`config.mk`:
```
export PLATFORM = sky130hd
export DESIGN_NAME = game_input_controller_flat
export DESIGN_NICKNAME = d
export VERILOG_FILES = /design/src/rtl/game_input_controller_if.sv /design/src/rtl/game_input_controller.sv /design/src/flat_wrapper.sv
export SDC_FILE = /design/constraint.sdc
export NUM_CORES = 1
export LEC_CHECK = 0
export CORE_MARGIN = 2
export CORE_UTILIZATION = 40
export DETAILED_ROUTE_END_ITERATION = 10
export SLEW_MARGIN = 20
export SYNTH_ARGS = -nofsm -noshare
export SYNTH_HDL_FRONTEND = slang
export SYNTH_SLANG_ARGS = --single-unit
```
`constraint.sdc`:
```
create_clock -name clk -period 2 [get_ports clk]
set_input_delay 0.3 -clock clk [delete_from_list [all_inputs] [get_ports clk]]
set_output_delay 0.3 -clock clk [all_outputs]
set_load 0.02 [all_outputs]
```
`src/rtl/game_input_controller_if.sv`:
```
// Game-event bus between the input controller (master) and its consumers,
// the audio block and the game core (slave). The game core drives
// game_is_over back to the controller.
interface game_input_controller_if;
  logic jump_pulse;
  logic restart_pulse;
  logic duck_level;
  logic game_is_over;

  modport master (
    output jump_pulse,
    output restart_pulse,
    output duck_level,
    input  game_is_over
  );

  modport slave (
    input  jump_pulse,
    input  restart_pulse,
    input  duck_level,
    output game_is_over
  );
endinterface

```
`src/rtl/game_input_controller.sv`:
```
// Game input controller: synchronises and debounces the jump/duck buttons,
// emits one-cycle jump/restart events and a debounced duck level, and gates
// the events by game phase so a restart needs a holdoff plus a fresh press.
// Optional feature macro: AUTO_REPEAT_EN (auto-repeat jump while held).
module game_input_controller #(
  parameter int DEBOUNCE_CYCLES = 1000,
  parameter int CNT_W           = 16,
  parameter int HOLDOFF_CYCLES  = 5000,
  parameter int REPEAT_CYCLES   = 20000
) (
  input  logic                    clk,
  input  logic                    rst,
  input  logic                    btn_jump_raw,
  input  logic                    btn_duck_raw,
  game_input_controller_if.master ev
);

  localparam logic [CNT_W-1:0] DEB_LAST  = CNT_W'(DEBOUNCE_CYCLES - 1);
  localparam logic [CNT_W-1:0] HOLD_LAST = CNT_W'(HOLDOFF_CYCLES - 1);

  // Reject configurations the counters cannot represent.
  if (DEBOUNCE_CYCLES < 1 || HOLDOFF_CYCLES < 1 || REPEAT_CYCLES < 1 ||
      DEBOUNCE_CYCLES > (2 ** CNT_W) || HOLDOFF_CYCLES > (2 ** CNT_W) ||
      REPEAT_CYCLES > (2 ** CNT_W)) begin : g_bad_params
    $error("game_input_controller: illegal parameter combination");
  end

  typedef enum logic [1:0] {
    ST_PLAYING      = 2'd0,
    ST_HOLDOFF      = 2'd1,
    ST_WAIT_RELEASE = 2'd2,
    ST_ARMED        = 2'd3
  } state_t;

  // Bit 0 is the jump button, bit 1 the duck button.
  logic [1:0] raw_btn;
  logic [1:0] stable_lvl;

  assign raw_btn = {btn_duck_raw, btn_jump_raw};

  genvar gi;
  for (gi = 0; gi < 2; gi++) begin : g_btn
    logic             sync1_reg;
    logic             sync2_reg;
    logic             stable_reg;
    logic [CNT_W-1:0] cnt_reg;

    // Two-flop synchroniser followed by a consecutive-cycles debouncer.
    always_ff @(posedge clk) begin
      if (rst) begin
        sync1_reg  <= 1'b0;
        sync2_reg  <= 1'b0;
        stable_reg <= 1'b0;
        cnt_reg    <= '0;
      end else begin
        sync1_reg <= raw_btn[gi];
        sync2_reg <= sync1_reg;
        if (sync2_reg == stable_reg) begin
          cnt_reg <= '0;
        end else if (cnt_reg == DEB_LAST) begin
          stable_reg <= ~stable_reg;
          cnt_reg    <= '0;
        end else begin
          cnt_reg <= cnt_reg + CNT_W'(1);
        end
      end
    end

    assign stable_lvl[gi] = stable_reg;
  end

  state_t           state_reg;
  logic [CNT_W-1:0] hold_cnt_reg;
  logic             jump_prev_reg;
  logic             jump_pulse_reg;
  logic             restart_pulse_reg;
  logic             duck_level_reg;
  logic             jump_stable;
  logic             jump_rise;

`ifdef AUTO_REPEAT_EN
  localparam logic [CNT_W-1:0] REP_LAST = CNT_W'(REPEAT_CYCLES - 1);
  logic [CNT_W-1:0] rep_cnt_reg;
`endif

  assign jump_stable = stable_lvl[0];
  // High for the one cycle in which the debounced jump level has just risen.
  assign jump_rise   = jump_stable & ~jump_prev_reg;

  // Phase FSM with registered event outputs.
  always_ff @(posedge clk) begin
    if (rst) begin
      state_reg         <= ST_PLAYING;
      hold_cnt_reg      <= '0;
      jump_prev_reg     <= 1'b0;
      jump_pulse_reg    <= 1'b0;
      restart_pulse_reg <= 1'b0;
      duck_level_reg    <= 1'b0;
`ifdef AUTO_REPEAT_EN
      rep_cnt_reg       <= '0;
`endif
    end else begin
      jump_pulse_reg    <= 1'b0;
      restart_pulse_reg <= 1'b0;
      duck_level_reg    <= stable_lvl[1];
      jump_prev_reg     <= jump_stable;
`ifdef AUTO_REPEAT_EN
      // Repeat timing only runs while playing; overridden below in PLAYING.
      if (state_reg != ST_PLAYING) rep_cnt_reg <= '0;
`endif
      case (state_reg)
        ST_PLAYING: begin
          if (ev.game_is_over) begin
            // Game over wins over a same-cycle jump edge.
            state_reg    <= ST_HOLDOFF;
            hold_cnt_reg <= '0;
`ifdef AUTO_REPEAT_EN
            rep_cnt_reg  <= '0;
`endif
          end else if (jump_rise) begin
            jump_pulse_reg <= 1'b1;
`ifdef AUTO_REPEAT_EN
            rep_cnt_reg    <= '0;
`endif
          end
`ifdef AUTO_REPEAT_EN
          else if (!jump_stable) begin
            rep_cnt_reg <= '0;
          end else if (rep_cnt_reg == REP_LAST) begin
            jump_pulse_reg <= 1'b1;
            rep_cnt_reg    <= '0;
          end else begin
            rep_cnt_reg <= rep_cnt_reg + CNT_W'(1);
          end
`endif
        end
        ST_HOLDOFF: begin
          if (!ev.game_is_over) begin
            state_reg <= ST_PLAYING;
          end else if (hold_cnt_reg == HOLD_LAST) begin
            state_reg <= ST_WAIT_RELEASE;
          end else begin
            hold_cnt_reg <= hold_cnt_reg + CNT_W'(1);
          end
        end
        ST_WAIT_RELEASE: begin
          // A button still held from gameplay must be released first.
          if (!ev.game_is_over) begin
            state_reg <= ST_PLAYING;
          end else if (!jump_stable) begin
            state_reg <= ST_ARMED;
          end
        end
        ST_ARMED: begin
          if (jump_rise) begin
            restart_pulse_reg <= 1'b1;
            state_reg         <= ST_PLAYING;
          end else if (!ev.game_is_over) begin
            state_reg <= ST_PLAYING;
          end
        end
        default: begin
          state_reg <= ST_PLAYING;
        end
      endcase
    end
  end

  assign ev.jump_pulse    = jump_pulse_reg;
  assign ev.restart_pulse = restart_pulse_reg;
  assign ev.duck_level    = duck_level_reg;

endmodule

```
`src/flat_wrapper.sv`:
```
// flat-port wrapper written by rule: the top's interface ports become plain ports
module game_input_controller_flat 
#(
  parameter int DEBOUNCE_CYCLES = 1000,
  parameter int CNT_W           = 16,
  parameter int HOLDOFF_CYCLES  = 5000,
  parameter int REPEAT_CYCLES   = 20000
)
  (clk, rst, btn_jump_raw, btn_duck_raw, ev_jump_pulse, ev_restart_pulse, ev_duck_level, ev_game_is_over);
  game_input_controller_if ev_i ();
  input  logic clk;
  input  logic rst;
  input  logic btn_jump_raw;
  input  logic btn_duck_raw;
  output wire logic [$bits(ev_i.jump_pulse)-1:0] ev_jump_pulse;
  output wire logic [$bits(ev_i.restart_pulse)-1:0] ev_restart_pulse;
  output wire logic [$bits(ev_i.duck_level)-1:0] ev_duck_level;
  input wire logic [$bits(ev_i.game_is_over)-1:0] ev_game_is_over;
  assign ev_jump_pulse = ev_i.jump_pulse;
  assign ev_restart_pulse = ev_i.restart_pulse;
  assign ev_duck_level = ev_i.duck_level;
  assign ev_i.game_is_over = ev_game_is_over;
  game_input_controller #(.DEBOUNCE_CYCLES(DEBOUNCE_CYCLES), .CNT_W(CNT_W), .HOLDOFF_CYCLES(HOLDOFF_CYCLES), .REPEAT_CYCLES(REPEAT_CYCLES)) u_core (.clk(clk), .rst(rst), .btn_jump_raw(btn_jump_raw), .btn_duck_raw(btn_duck_raw), .ev(ev_i));
endmodule
```
==> results of run 1 <==
-- report_power, final --
part           switching (mW)  internal (mW)
logic                  0.0344         0.0330
registers             0.00665           1.20
clock network           0.461          0.964
total                   0.502           2.20
-- per-layer routing --
| metal | vias to the layer above | part of all wire [%] |
|---|---|---|
| met3 | 10 | 3.4 |
| met1 | 1046 | 48 |
| met5 | - | 0 |
| li1 | 1151 | - |
| met4 | 0 | 2.0 |
| met2 | 25 | 46 |
-- cell usage in the layout (no fill, tap or decap), types with 10 or more instances in the layout --
| master | instances |
|---|---|
| sky130_fd_sc_hd__dfxtp_1 | 60 |
| sky130_fd_sc_hd__nor2_1 | 42 |
| sky130_fd_sc_hd__xnor2_1 | 22 |
| sky130_fd_sc_hd__buf_4 | 20 |
| sky130_fd_sc_hd__nand2_1 | 19 |
| sky130_fd_sc_hd__nand3_1 | 15 |
| sky130_fd_sc_hd__a21oi_1 | 14 |
| sky130_fd_sc_hd__clkbuf_8 | 13 |
| sky130_fd_sc_hd__or3_1 | 10 |
-- worst max-delay path: stages (launching register included) --
cell and delay (ns):
sky130_fd_sc_hd__dfxtp_1 0.31, sky130_fd_sc_hd__or4_4 0.54, sky130_fd_sc_hd__nor4_4 0.44, sky130_fd_sc_hd__a21oi_2 0.19
sky130_fd_sc_hd__a41o_1 0.26
-- metrics by stage --
stage | cell area (sq um) | std cells | util [%] | hold slack, ns
floorplan | 2720 | 307 | - | 0.377
global placement | 3010 | 406 | 45.1 | 0.424
detailed placement | 3010 | 406 | 45.1 | 0.434
CTS | 3280 | 422 | 49.1 | 0.448
global route | 3280 | 422 | 49.1 | 0.463
finish | 3280 | 422 | 49.1 | 0.450
-- area by class of cell --
| cell class | count | area (sq um) | share of cell area, % |
|---|---|---|---|
| Timing Repair Buffer | 28 | 240 | 7.32 |
| Multi-Input combinational cell | 229 | 1440 | 43.8 |
| Clock buffer | 13 | 179 | 5.45 |
| Clock inverter | 3 | 90.1 | 2.74 |
| Sequential cell | 60 | 1200 | 36.6 |
| Inverter | 9 | 33.8 | 1.03 |
| Tap cell | 80 | 100 | 3.05 |
-- final timing paths --
| path | from | depth (start not counted) | endpoint |
|---|---|---|---|
| setup / recovery | u_core.hold_cnt_reg[3] | 4 | u_core.hold_cnt_reg[7] |
| hold / removal | u_core.g_btn[1].cnt_reg[0] | 1 | u_core.g_btn[1].cnt_reg[0] |
| setup reg to reg | u_core.hold_cnt_reg[3] | 4 | u_core.hold_cnt_reg[7] |
| hold reg to reg | u_core.g_btn[1].cnt_reg[0] | 1 | u_core.g_btn[1].cnt_reg[0] |
-- kinds of logic (layout without fill, tap and decap cells) --
| kind of cell | count (synthesis) | count (layout) | share of synthesized area [%] |
|---|---|---|---|
| buf+inv | 18 | 53 | 3.03 |
| compound gates | 40 | 40 | 9.61 |
| mux | 4 | 4 | 1.47 |
| simple gates | 153 | 153 | 31.1 |
| flops | 60 | 60 | 44.1 |
| fa+ha+maj | 3 | 3 | 1.38 |
| xor+xnor | 29 | 29 | 9.33 |
==> qor.yml, run 1 <==
logic_synthesis:
  yosysWarnings: 0
  synth.lib_cells_used.distinct: 46
  ys_seq_area_share_pct: 44.1
  synth_common_cells: "sky130_fd_sc_hd__dfxtp_1 (60), sky130_fd_sc_hd__nor2_1 (42), sky130_fd_sc_hd__xnor2_1 (22)"
  syn_avg_cell_area_sq_um: 8.87
  synthArstFlopShare_pct: 0
  number_of_enable_type_register_cells_in_the_synthesized_netlist: 0
  postSynthNetCount: 315
  synth_largest_type_area_fraction_pct: 44.1
  post_synth_main_area_contributors: "sky130_fd_sc_hd__dfxtp_1 (44%), sky130_fd_sc_hd__xnor2_1 (7.1%), sky130_fd_sc_hd__nor2_1 (5.8%), sky130_fd_sc_hd__nand3_1 (2.8%), sky130_fd_sc_hd__nand2_1 (2.6%)"
  synthFlopType: "sky130_fd_sc_hd__dfxtp_1"
  synth.largest_area_cell: "sky130_fd_sc_hd__dfxtp_1"
  synth_cells: 307
  syn-cell-area_sq_mm: 0.00272
  synth.ff_latch_count: 60
  yosysMostFrequentCell: "sky130_fd_sc_hd__dfxtp_1"
final_layout:
  drive_gt1_share_pct: 14.0
  nets: 345
  largest_reg_flops: 32
  layout-area-overhead-vs-synth_pct: 20.6
  antenna_cells_inserted: 0
  final.fill_count: 638
placed_design:
  numPortBuffers: 7
  place_congestion: 0.784
  dp.final_hpwl_um: 3690
  worst_case_setup_slack_after_placement_ns: -0.00259
global_routing:
  global_route.usage.met2_pct: 24.1
  antenna_violations_before_repair: 0
  number_of_global_route_vias_before_repair: 2069
  grt_util_met3_pct: 5.24
  global_route.overflow_total: 0
  pin_count_of_the_biggest_net_entering_global_routing: 17
  grt-busiest-layer: "met2"
  gr-usage-all-layers_pct: 15.5
  globalRouteMet1Util_pct: 19.2
  global_route_wire_length_before_repair_um: 9140
drt:
  detail_route.iter0.violations: 73
  drt-total-wl_um: 5210
  antenna_violating_nets_post_route: 0
  routed_via_density: 5.29
  drcViolationCount: 0
  drt_first_pass_iters: 4
  detail_route.wl_per_cell_um: 12.4
  count_of_vias_placed_by_the_detailed_router: 2232
critical_path:
  timing.critical_path.required_ns: 2.23
  critical_path_arrival_ns: 2.07
  criticalPathCategory: "reg2reg"
  timing.reg2reg.setup_slack_ns: 0.17
  critPathCaptureType: "flop"
  critical_path.startpoint_type: "flop"
  maximum_fanout_count_along_the_critical_path: 6
sta:
  final_min_period_over_clock_period_pct: 91.7
  final_period_minus_worst_setup_slack_ns: 1.83
  finalSetupViolCount: 0
  worstMarginPinSlew_ns: 0.426
  max_clock_freq_ghz: 0.545
  final_max_slew_viol_count: 0
  slew-limit-headroom_pct: 70.9
  setup_tns_ns: 0
  setup_ws_ns: 0.166
  fin_skew_ns: 0.00880
  rsz0062_at_grt: "false"
  hold_viol: 0
clock_network:
  cts_resized: 0
  tritoncts: "done"
  max-clock-path-buffers: 2
  clock_sink_count: 60
  cts_htree_levels: 3
  cts_buffers: 9
  cts_hold_repair.buffers: 0
  clockRootBuffer: "sky130_fd_sc_hd__clkbuf_8"
  worst_skew_pair.late_latency_ns: 0.34
  cts.reportedPaths.clkPinSlew_ns: 0.07
  cts.repair_timing.setup_buffer_count: 0
power_and_ir_drop:
  ir_drop_mv: 0.348
  total_power_mw: 2.70
  power_density_mw_per_mm2: 823
  p_leak_nw: 1.08
run:
  max_cap_viols: 0
min_path:
  timing.hold.worst.class: "reg2reg"
die:
  io-pin-count: 8
  initial_core_util_pct: 40.7
  coreArea_sq_mm: 0.00668
  chipHeight_um: 86.5
  die_area_sq_mm: 0.00748
  row_count: 30
  chipWidth_um: 86.5
status:
  run_status: "completed"
Power figures use the tool's default switching activity.
==> run 2, diff against run 1 <==
--- a/config.mk
+++ b/config.mk
@@ -5,9 +5,13 @@
 export SDC_FILE = /design/constraint.sdc
 export NUM_CORES = 1
 export LEC_CHECK = 0
+export CELL_PAD_IN_SITES_DETAIL_PLACEMENT = 0
+export CELL_PAD_IN_SITES_GLOBAL_PLACEMENT = 1
 export CORE_MARGIN = 2
 export CORE_UTILIZATION = 40
 export DETAILED_ROUTE_END_ITERATION = 10
+export GPL_TIMING_DRIVEN = 0
+export PLACE_DENSITY_LB_ADDON = 0.1
 export SLEW_MARGIN = 20
 export SYNTH_ARGS = -nofsm -noshare
 export SYNTH_HDL_FRONTEND = slang
==> qor.yml, run 2 (same netlist as run 1, synthesis figures left out) <==
drt:
  detail_route.iter0.violations: 74
  drt-total-wl_um: 5360
  routed_via_density: 5.23
  count_of_vias_placed_by_the_detailed_router: 2132
  drt_first_pass_iters: 5
  drcViolationCount: 0
  detail_route.wl_per_cell_um: 13.1
  antenna_violating_nets_post_route: 0
sta:
  final_period_minus_worst_setup_slack_ns: 1.90
  fin_skew_ns: 0.00740
  worstMarginPinSlew_ns: 0.506
  slew-limit-headroom_pct: 66.3
  rsz0062_at_grt: "false"
  final_min_period_over_clock_period_pct: 94.9
  final_max_slew_viol_count: 0
  setup_ws_ns: 0.103
  finalSetupViolCount: 0
  hold_viol: 0
  max_clock_freq_ghz: 0.527
  fin_worst_hold_slack_ns: 0.443
placed_design:
  numPortBuffers: 6
  worst_case_setup_slack_after_placement_ns: -0.290
  dp.final_hpwl_um: 3720
  place_congestion: 0.772
  dpl.cell_count: 393
global_routing:
  antenna_violations_before_repair: 0
  pin_count_of_the_biggest_net_entering_global_routing: 11
  number_of_global_route_vias_before_repair: 2020
  global_route_wire_length_before_repair_um: 9400
  global_route.overflow_total: 0
  gr-usage-all-layers_pct: 16.0
power_and_ir_drop:
  clock_power_share_pct: 44.7
  cell_internal_pwr_mw: 1.80
  ir_drop_mv: 0.306
  portion_of_total_power_attributed_to_sequential_cells_pct: 52.7
  switching_power_as_a_share_of_total_power_pct: 21.3
  p_leak_nw: 0.960
  power_density_mw_per_mm2: 744
  reported_net_switching_power_uw: 488
  p_comb_share_pct: 2.5
clock_network:
  cts_hold_repair.buffers: 0
  cts_htree_levels: 3
  cts.reportedPaths.clkPinSlew_ns: 0.07
  max-clock-path-buffers: 2
  cts.repair_timing.setup_buffer_count: 0
  worst_skew_pair.late_latency_ns: 0.33
  cts_buffers: 9
  clock_sink_count: 60
  tritoncts: "done"
  clockRootBuffer: "sky130_fd_sc_hd__clkbuf_8"
  cts_resized: 0
critical_path:
  maximum_fanout_count_along_the_critical_path: 7
  criticalPathCategory: "reg2reg"
  crit_chain: "or4_4, nor4_4, a21oi_2, a41o_1"
  reg2reg_to: "u_core.hold_cnt_reg[7]"
  timing.critical_path.required_ns: 2.23
  r2r_start: "u_core.hold_cnt_reg[3]"
  critical_path.startpoint_type: "flop"
  standard_cell_with_the_maximum_stage_delay_on_the_critical_path: "sky130_fd_sc_hd__or4_4"
  reg2regPathDepth: 4
  critical-path-max-stage-delay_ns: 0.55
  timing.reg2reg.setup_slack_ns: 0.10
  critPathCaptureType: "flop"
  critical_path_arrival_ns: 2.13
final_layout:
  largest_reg_flops: 32
  drive_gt1_share_pct: 9.15
  antenna_cells_inserted: 0
  nets: 332
  layout-area-overhead-vs-synth_pct: 13.2
  most_common_cell_after_layout_fill_and_taps_aside: "sky130_fd_sc_hd__dfxtp_1"
  final_cell_count_no_fill: 408
  top_library_cells_by_usage_in_the_layout_fill_and_taps_aside: "sky130_fd_sc_hd__dfxtp_1 (59), sky130_fd_sc_hd__nor2_1 (42), sky130_fd_sc_hd__xnor2_1 (22)"
  final.fill_count: 673
die:
  coreArea_sq_mm: 0.00668
  initial_core_util_pct: 40.7
  chipHeight_um: 86.5
  io-pin-count: 8
  die_area_sq_mm: 0.00748
  row_count: 30
  chipWidth_um: 86.5
min_path:
  min-delay-start: "u_core.g_btn[0].cnt_reg[0]"
  timing.hold.worst.class: "reg2reg"
  hold_end: "u_core.g_btn[0].cnt_reg[0]"
  hold_path_depth: 1
run:
  max_cap_viols: 0
status:
  run_status: "completed"
==> run 2: changes by cell type in the layout (fill, tap and decap cells not counted), sizes merged <==
| cell | previous run | this run |
|---|---|---|
| buf | 21 | 3 |
| bufinv | 3 | 0 |
| clkbuf | 13 | 20 |
| clkdlybuf4s50 | 7 | 6 |
| clkinv | 0 | 1 |
==> run 2: final cells by class <==
| class | count | area [sq um] | share of cell area (%) |
|---|---|---|---|
| clock inverter | 1 | 5.00 | 0.162 |
| buffer | 9 | 50.0 | 1.62 |
| sequential | 60 | 1200 | 39.0 |
| inverter | 9 | 33.8 | 1.10 |
| multi-input combinational | 229 | 1450 | 47.0 |
| clock buffer | 14 | 183 | 5.93 |
| timing repair buffer | 6 | 60.1 | 1.95 |
| tap | 80 | 100 | 3.25 |
==> run 2: worst max path at each step <==
stage / slack [ns] / end / start / cells after the start
after detailed placement: -0.29 / u_core.hold_cnt_reg[10] / ev_game_is_over / 6
after global routing: 0.007 / u_core.hold_cnt_reg[7] / u_core.hold_cnt_reg[3] / 4
final: 0.10 / u_core.hold_cnt_reg[7] / u_core.hold_cnt_reg[3] / 4
after floorplan: 0.26 / u_core.g_btn[0].cnt_reg[14] / u_core.g_btn[0].cnt_reg[13] / 5
after CTS: 0.06 / u_core.hold_cnt_reg[7] / u_core.hold_cnt_reg[2] / 4
after global placement: -0.32 / u_core.hold_cnt_reg[10] / ev_game_is_over / 6
==> run 2: per-layer routing <==
metal  share of wire [%]  wire length, um  vias up  GRT usage, %
met3                 2.0              106       10          3.14
met2                  45             2410       16          25.0
li1                    -                -     1124             -
met5                   0                0        -             0
met4                 1.6               87        0          7.81
met1                  51             2750      982          21.1
==> run 2: stage by stage <==
step	power, mW	utilization [%]	instance area (sq um)	TNS, ns
CTS	2.33	46.0	3070	0
finish	2.29	46.1	3080	0
global placement	1.29	43.1	2880	-1.68
detailed placement	1.29	43.1	2880	-1.42
global route	2.39	46.1	3080	0
floorplan	1.27	-	2720	0
==> run 2: worst max-delay path: cells and delay by family, from the launching register on <==
family	cells	cell delay [ns]
AND/OR/NAND/NOR	2	1.00
AO/OA/AOI/OAI	2	0.44
flip-flops	1	0.35
==> run 2: power groups by stage <==
stage | clock (mW) | combinational [mW] | sequential (mW)
final | 1.03 | 0.0578 | 1.21
after global routing | 1.12 | 0.0648 | 1.21
after CTS | 1.06 | 0.0585 | 1.21
after detailed placement | 0 | 0.0581 | 1.24
after global placement | 0 | 0.0580 | 1.24
after floorplan | 0 | 0.0386 | 1.23
==> run 3, diff against run 2 <==
--- a/config.mk
+++ b/config.mk
@@ -12,6 +12,7 @@
 export DETAILED_ROUTE_END_ITERATION = 10
 export GPL_TIMING_DRIVEN = 0
 export PLACE_DENSITY_LB_ADDON = 0.1
+export REMOVE_ABC_BUFFERS = 1
 export SLEW_MARGIN = 20
 export SYNTH_ARGS = -nofsm -noshare
 export SYNTH_HDL_FRONTEND = slang
==> qor.yml, run 3 (same netlist as run 1, synthesis figures left out) <==
status:
  run_status: "completed"
final_layout:
  most_common_cell_after_layout_fill_and_taps_aside: "sky130_fd_sc_hd__dfxtp_1"
  final.fill_count: 706
  largest_reg_flops: 32
  drive_gt1_share_pct: 8.98
  layout-area-overhead-vs-synth_pct: 12.1
  antenna_cells_inserted: 0
  final_cell_count_no_fill: 403
  top_library_cells_by_usage_in_the_layout_fill_and_taps_aside: "sky130_fd_sc_hd__dfxtp_1 (59), sky130_fd_sc_hd__nor2_1 (42), sky130_fd_sc_hd__xnor2_1 (22)"
  finalCoreUtilization_pct: 45.7
  nets: 326
min_path:
  hold_end: "u_core.g_btn[0].cnt_reg[0]"
  timing.hold.worst.class: "reg2reg"
  hold_path_depth: 1
  min-delay-start: "u_core.g_btn[0].cnt_reg[0]"
sta:
  hold_viol: 0
  slew-limit-headroom_pct: 57.0
  fin_worst_hold_slack_ns: 0.441
  final_min_period_over_clock_period_pct: 97.5
  final_max_slew_viol_count: 0
  fin_skew_ns: 0.00750
  rsz0062_at_grt: "false"
  final_period_minus_worst_setup_slack_ns: 1.95
  finalSetupViolCount: 0
  worstMarginPinSlew_ns: 0.644
  max_clock_freq_ghz: 0.513
die:
  io-pin-count: 8
  chipWidth_um: 86.5
  row_count: 30
  die_area_sq_mm: 0.00748
  initial_core_util_pct: 40.7
  chipHeight_um: 86.5
  coreArea_sq_mm: 0.00668
clock_network:
  clockRootBuffer: "sky130_fd_sc_hd__clkbuf_8"
  cts_hold_repair.buffers: 0
  cts.reportedPaths.clkPinSlew_ns: 0.07
  max-clock-path-buffers: 2
  cts_htree_levels: 3
  tritoncts: "done"
  clock_sink_count: 60
  worst_skew_pair.late_latency_ns: 0.33
  cts_buffers: 9
drt:
  count_of_vias_placed_by_the_detailed_router: 2119
  detail_route.wl_per_cell_um: 13.0
  drcViolationCount: 0
  drt-total-wl_um: 5230
  routed_via_density: 5.26
  drt_first_pass_iters: 4
  detail_route.iter0.violations: 76
  antenna_violating_nets_post_route: 0
run:
  max_cap_viols: 0
critical_path:
  reg2regPathDepth: 5
  critical_path_arrival_ns: 2.18
  critical-path-max-stage-delay_ns: 0.56
  timing.reg2reg.setup_slack_ns: 0.05
  critical_path.startpoint_type: "flop"
  criticalPathCategory: "reg2reg"
  maximum_fanout_count_along_the_critical_path: 6
  crit_chain: "or4bb_1, nor4_4, buf_4, nand2_1, o221a_2"
  r2r_start: "u_core.hold_cnt_reg[2]"
  critPathCaptureType: "flop"
  standard_cell_with_the_maximum_stage_delay_on_the_critical_path: "sky130_fd_sc_hd__or4bb_1"
  reg2reg_to: "u_core.state_reg[0]"
  timing.critical_path.required_ns: 2.23
power_and_ir_drop:
  ir_drop_mv: 0.349
  power_density_mw_per_mm2: 751
  total_power_mw: 2.29
  p_leak_nw: 0.956
global_routing:
  global_route.overflow_total: 0
  gr-usage-all-layers_pct: 15.5
  pin_count_of_the_biggest_net_entering_global_routing: 20
  number_of_global_route_vias_before_repair: 1986
  antenna_violations_before_repair: 0
  global_route_wire_length_before_repair_um: 9090
placed_design:
  numPortBuffers: 7
  place_congestion: 0.744
  dp.final_hpwl_um: 3610
  dpl.cell_count: 385
run 3: cell count changes in the layout (fill, tap and decap cells not counted):
cell,previous run,this run
sky130_fd_sc_hd__buf_6,1,0
sky130_fd_sc_hd__bufinv_16,0,1
sky130_fd_sc_hd__clkbuf_1,6,2
sky130_fd_sc_hd__clkbuf_2,1,0
sky130_fd_sc_hd__clkbuf_8,13,9
sky130_fd_sc_hd__clkinv_2,1,3
sky130_fd_sc_hd__clkinvlp_4,0,1
sky130_fd_sc_hd__dlymetal6s2s_1,0,1
sky130_fd_sc_hd__nor4_2,0,1
sky130_fd_sc_hd__nor4_4,2,1
sky130_fd_sc_hd__or3_1,10,9
sky130_fd_sc_hd__or3_4,0,1
run 3: layer usage:
| metal | vias to the layer above | wire (um) | track usage (%) |
|---|---|---|---|
| met4 | 0 | 53 | 5.11 |
| met5 | - | 0 | 0 |
| met1 | 968 | 2560 | 19.7 |
| li1 | 1112 | - | - |
| met2 | 33 | 2440 | 24.8 |
| met3 | 6 | 177 | 5.14 |
run 3: critical path: cells and delay by family, from the launching register on:
family	cells	cell delay, ns
buffers and inverters	1	0.18
and+or+nand+nor	3	1.01
AOI/OAI and AO/OA	1	0.27
DFF	1	0.39
run 3: cell type report:
cell class              count  area [sq um]  share of cell area, %
multi-input cells         229          1440                   47.3
flip-flops and latches     60          1200                   39.4
clock buffers              11           131                   4.31
well taps                  80           100                   3.28
repair buffers              9          87.6                   2.87
clock inverters             5          52.6                   1.72
inverters                   9          33.8                   1.11
run 3: through the flow:
step	cell area, sq um	setup slack, ns	setup TNS [ns]
after floorplan	2670	0.266	0
after global placement	2840	-0.251	-1.96
after detailed placement	2840	-0.281	-2.36
after CTS	3030	0.0640	0
after global routing	3050	0.00257	0
final	3050	0.0500	0
run 3: worst max-delay path by stage:
stage,depth (start not counted),start,slack [ns],end
floorplan,4,u_core.g_btn[1].cnt_reg[4],0.27,u_core.g_btn[1].cnt_reg[10]
global placement,4,rst,-0.25,u_core.hold_cnt_reg[3]
detailed placement,4,rst,-0.28,u_core.hold_cnt_reg[3]
CTS,4,u_core.hold_cnt_reg[2],0.06,u_core.hold_cnt_reg[7]
global route,5,u_core.hold_cnt_reg[2],0.003,u_core.state_reg[0]
finish,5,u_core.hold_cnt_reg[2],0.05,u_core.state_reg[0]
run 3: power breakdown:
part	leakage, nW	internal [mW]	switching [mW]
Sequential	0.485	1.20	0.00603
Clock	0.0931	0.569	0.458
Combinational	0.378	0.0219	0.0327
run 3: repair_timing:
item | CTS | global route
pin swaps | 0 | 1
gates resized for setup | 1 | 2
buffers inserted | 0 | 2
endpoints found under the setup margin | 16 | 2
